### src/rtl/mem_stage_module.sv
// MEM pipeline stage: issues one memory request per load/store, stalls the
// pipeline until the memory acknowledges, then hands the result to MEM/WB.
// The access FSM state is exported on state_dbg (IDLE=0, ACCESS=1, DONE=2).
//
// Handshake: mem_req is a registered request that stays high, with mem_we,
// mem_addr and mem_wdata held stable, until the first cycle where mem_ack=1
// is seen in ACCESS; mem_rdata is sampled only in that cycle. ready is the
// pipeline-wide advance signal: when it is 0 every upstream stage is frozen
// and the MEM/WB register holds.
module mem_stage_module #(
   parameter logic [31:0] ADDR_OFFSET = 32'd1024
) (
   input  logic        clk,
   input  logic        rst,
   input  logic        wb_en_in,
   input  logic        mem_r_en_in,
   input  logic        mem_w_en_in,
   input  logic [31:0] alu_res_in,
   input  logic [31:0] val_r_m_in,
   input  logic [3:0]  dest_in,
   output logic        mem_req,
   output logic        mem_we,
   output logic [31:0] mem_addr,
   output logic [31:0] mem_wdata,
   input  logic        mem_ack,
   input  logic [31:0] mem_rdata,
   output logic        ready,
   output logic        wb_en_out,
   output logic        mem_r_en_out,
   output logic [31:0] alu_res_out,
   output logic [31:0] mem_data_out,
   output logic [3:0]  dest_out,
   output logic [1:0]  state_dbg
);

   typedef enum logic [1:0] {
      IDLE   = 2'd0,
      ACCESS = 2'd1,
      DONE   = 2'd2
   } state_t;

   state_t      state;
   state_t      state_next;
   logic        access_req;
   logic        is_read;
   logic [31:0] addr_calc;
   logic [31:0] load_reg;

   // A simultaneous read+write request is carried out as a write, so only a
   // pure read delivers load data to MEM/WB.
   assign access_req = mem_r_en_in | mem_w_en_in;
   assign is_read    = mem_r_en_in & ~mem_w_en_in;
   // Wraps modulo 2^32 when alu_res_in is below the offset.
   assign addr_calc  = alu_res_in - ADDR_OFFSET;
   assign state_dbg  = state;

   // Access FSM state register.
   always_ff @(posedge clk) begin
      if (rst) begin
         state <= IDLE;
      end else begin
         state <= state_next;
      end
   end

   // Next-state and ready decode: the pipeline only advances from IDLE with
   // no access pending, or in the single DONE cycle after an access.
   always_comb begin
      state_next = state;
      ready      = 1'b0;
      case (state)
         IDLE: begin
            if (access_req) begin
               state_next = ACCESS;
            end else begin
               ready = 1'b1;
            end
         end
         ACCESS: begin
            if (mem_ack) begin
               state_next = DONE;
            end
         end
         DONE: begin
            ready      = 1'b1;
            state_next = IDLE;
         end
         default: begin
            state_next = IDLE;
         end
      endcase
   end

   // Memory-side registers: launch the request from IDLE, drop it and
   // capture read data on the acknowledge in ACCESS.
   always_ff @(posedge clk) begin
      if (rst) begin
         mem_req   <= 1'b0;
         mem_we    <= 1'b0;
         mem_addr  <= 32'd0;
         mem_wdata <= 32'd0;
         load_reg  <= 32'd0;
      end else begin
         case (state)
            IDLE: begin
               if (access_req) begin
                  mem_req   <= 1'b1;
                  mem_we    <= mem_w_en_in;
                  mem_addr  <= {addr_calc[31:2], 2'b00};
                  mem_wdata <= val_r_m_in;
               end
            end
            ACCESS: begin
               if (mem_ack) begin
                  mem_req  <= 1'b0;
                  load_reg <= mem_rdata;
               end
            end
            default: begin
            end
         endcase
      end
   end

   // MEM/WB pipeline register: advances with the rest of the pipeline.
   always_ff @(posedge clk) begin
      if (rst) begin
         wb_en_out    <= 1'b0;
         mem_r_en_out <= 1'b0;
         alu_res_out  <= 32'd0;
         mem_data_out <= 32'd0;
         dest_out     <= 4'd0;
      end else if (ready) begin
         wb_en_out    <= wb_en_in;
         mem_r_en_out <= mem_r_en_in;
         alu_res_out  <= alu_res_in;
         dest_out     <= dest_in;
         if (is_read) begin
            mem_data_out <= load_reg;
         end
      end
   end

endmodule
### config.mk
export PLATFORM = sky130hd
export DESIGN_NAME = mem_stage_module
export DESIGN_NICKNAME = d
export VERILOG_FILES = /design/src/rtl/mem_stage_module.sv
export SDC_FILE = /design/constraint.sdc
export NUM_CORES = 1
export LEC_CHECK = 0
export BUFFER_PORTS_ARGS = -buffer_cell sky130_fd_sc_hd__buf_4
export CAP_MARGIN = 25
export CORE_ASPECT_RATIO = 1.2
export CORE_UTILIZATION = 52
export DETAILED_ROUTE_END_ITERATION = 7
export GPL_ROUTABILITY_DRIVEN = 1
export HOLD_SLACK_MARGIN = 0.15
export PLACE_DENSITY = 0.86
export SYNTH_ARGS = -nofsm -noshare
export SYNTH_HDL_FRONTEND = slang
export SYNTH_SLANG_ARGS = --single-unit
### constraint.sdc
create_clock -name clk -period 4.45 [get_ports clk]
set_input_delay 0.89 -clock clk [delete_from_list [all_inputs] [get_ports clk]]
set_output_delay 0.89 -clock clk [all_outputs]
set_load 0.03 [all_outputs]
==> results.py <==
metrics = {
    "timing": {
        "period_minus_slack_ps": 3000,
        "rsz0062_at_grt": "no",
        "hold_viol_final": 0,
        "period_share_pct": 67.4,
        "tightest_slew_ps": 937,
        "maxSlewViolCount": 0,
        "setup_violations": 0,
        "skew_ps": 8.02,
        "fin_setup_tns_ps": 0,
        "fmax_mhz": 333,
        "slew_headroom_pct": 37.5,
        "setup_ws_ps": 1450,
    },
    "global_routing": {
        "grt_pass1_vias": 5448,
        "grt_max_degree": 89,
        "overflow": 0,
        "grt_pass1_wl_um": 26200,
        "antenna_found_initial": 0,
        "track_usage_pct": 27.5,
    },
    "die": {
        "io_pins": 245,
        "rows": 43,
        "fp.dieArea_um2": 12300,
        "core_um2": 11600,
        "die_width_um": 101,
        "initial_core_util_pct": 53.2,
        "die_h_um": 121,
    },
    "synthesis": {
        "ys_seq_area_share_pct": 54.6,
        "avgSynthCellArea_um2": 7.97,
        "ys_warn_count": 0,
        "synth_cell_type_count": 40,
        "syn_area_um2": 6160,
        "ys_ff_latch": 168,
        "synth_cells": 772,
    },
    "critical_path": {
        "required_ps": 3560,
        "rr_worst_depth": 7,
        "crit_family": "buffers and inverters",
        "critPathSlowestCell": "or2_2",
        "worstSetupEndpointType": "primary output",
        "r2r-end": "alu_res_out[15]$_SDFFE_PP0P_",
        "cp_num_buf_inv": 4,
        "worstPathArrival_ps": 2110,
        "r2r_setup_slack_ps": 2390,
        "r2r_start": "state_dbg[1]$_SDFFE_PP0P_",
        "crit_start": "mem_r_en_in",
        "cp-start-kind": "input port",
        "slowest_delay_ps": 270,
        "cpMostUsedCell": "buf_4",
        "worstSetupPathType": "in -> out",
        "crit_chain": "buf_4 -> o21ba_2 -> or2_2 -> buf_4 -> inv_1 -> buf_4",
        "critPathMaxFanout": 39,
    },
    "route": {
        "via_count": 5986,
        "avgRoutedWirePerCell_um": 14.8,
        "viasPerCell": 5.18,
        "drt_iter0_drc": 307,
        "wirelength_um": 17100,
        "first_pass_iters": 4,
        "drc": 0,
        "antenna_left": 0,
    },
    "final_layout": {
        "area_growth_pct": 40.1,
        "num-nets-final": 1093,
        "layout_common_cells": "nand2_1, buf_4, dfxtp_1",
        "fin_cells": 1156,
        "drive_gt1_share_pct": 30.0,
        "antenna_cells": 0,
        "final_common_cell": "nand2_1",
        "fillerInstances": 870,
    },
    "placement": {
        "hpwl_um": 11700,
        "pre_cts_ws_ps": 1470,
        "dp.cells": 1124,
        "place_congestion": 0.846,
        "io_buffers": 242,
    },
    "clocking": {
        "cts_resized": 0,
        "ctsHoldBuffers": 0,
        "clk_latency_ps": 410,
        "htree_levels": 4,
        "cts_setup_buffers": 0,
        "cts.sinks": 168,
        "cts_root_buf": "clkbuf_16",
        "tritoncts": "done",
        "cts_buffer_depth": 2,
        "cts_buffers": 17,
        "clk_pin_slew_ps": 60,
    },
    "hold_path": {
        "whs_path_depth": 2,
        "worstHoldPathType": "reg -> reg",
        "hold_start": "load_reg[15]$_SDFFE_PP0P_",
        "hold_path_end": "mem_data_out[15]$_SDFFE_PP0P_",
    },
    "run_status": {
        "status": "completed",
    },
    "power": {
        "leakagePower_nw": 3.60,
        "ir_drop_mv": 0.355,
        "cellPowerDensity_nw_per_um2": 426,
    },
    "flow_run": {
        "max-cap-violations": 0,
    },
}
==> where the power goes <==
group | internal, mW | leakage, nW | switching [mW]
Combinational | 0.232 | 1.96 | 0.394
Sequential | 1.59 | 1.37 | 0.0471
Clock | 0.782 | 0.265 | 0.628
Total | 2.61 | 3.60 | 1.07
==> stage by stage <==
step | power (mW) | instance area [um2] | utilization, % | hold WS, ps
after floorplan | 2.02 | 6160 | - | 432
after global placement | 2.29 | 8060 | 69.6 | 437
after detailed placement | 2.30 | 8060 | 69.6 | 442
after CTS | 3.70 | 8620 | 74.5 | 448
after global routing | 3.82 | 8620 | 74.5 | 460
final | 3.68 | 8620 | 74.5 | 450
==> layer usage <==
metal	up-vias	routed length, um	global-route usage [%]
li1	2970	-	-
met1	2779	6680	31.4
met2	201	8700	47.7
met3	36	1310	8.76
met4	0	424	9.87
met5	-	0	0
==> tightest hold or removal path: cells and delay by family (launching register included) <==
| family | cells | cell delay [ps] |
|---|---|---|
| simple gates | 1 | 50 |
| flops | 1 | 310 |
| compound gates | 1 | 50 |
==> area by class of cell <==
type                    count  area [um2]  share of cell area (%)
repair buffers            251        1900                    22.0
flip-flops and latches    168        3360                    39.0
clock inverters            15         141                    1.64
clock buffers              17         425                    4.93
multi-input cells         545        2590                    30.0
inverters                   3        11.3                   0.131
well taps                 157         196                    2.28
==> Yosys cell counts (all sizes together) <==
| cell | n | area share (%) |
|---|---|---|
| nand2 | 291 | 18 |
| a311oi | 7 | 1.0 |
| or2 | 2 | 0.20 |
| nor2 | 29 | 1.8 |
| a31oi | 1 | 0.10 |
| dfxtp | 168 | 55 |
| nor4 | 3 | 0.55 |
| buf | 3 | 0.30 |
| xor2 | 8 | 1.1 |
| nor4b | 2 | 0.39 |
| xnor2 | 4 | 0.57 |
| nand3b | 2 | 0.24 |
| conb | 1 | 0.061 |
| ha | 1 | 0.20 |
| nor3 | 2 | 0.24 |
| nor2b | 1 | 0.10 |
| nand4b | 2 | 0.28 |
| o21ba | 1 | 0.16 |
| nand4 | 3 | 0.30 |
| a211oi | 14 | 1.7 |
| or3b | 1 | 0.14 |
| nand3 | 2 | 0.24 |
| or4 | 5 | 0.67 |
| inv | 3 | 0.18 |
| clkbuf | 54 | 3.3 |
| o21ai | 4 | 0.33 |
| or3 | 5 | 0.57 |
| or4b | 2 | 0.33 |
| o31ai | 4 | 0.49 |
| and3b | 1 | 0.14 |
| a21oi | 145 | 12 |
| o21bai | 1 | 0.12 |
==> cells by family (layout without fill, tap and decap cells) <==
family / Yosys count / after routing / synth area share, %
and+or+nand+nor: 353 / 353 / 23.9
AOI/OAI and AO/OA: 177 / 177 / 15.7
DFF: 168 / 168 / 54.6
buffers and inverters: 60 / 286 / 3.78
xor gates and xnor gates: 12 / 12 / 1.71
adders and majority gates: 1 / 1 / 0.203
other: 1 / 2 / 0.0609
==> worst max-delay path by stage <==
stage          endpoint  slack, ps  depth (start not counted)
6_report          ready       1450                          6
5_1_grt           ready       1420                          6
4_1_cts           ready       1460                          6
3_5_place_dp      ready       1470                          6
3_3_place_gp      ready       1470                          6
2_1_floorplan     ready       1630                          4
No activity file was read; power rests on OpenSTA's default activity.
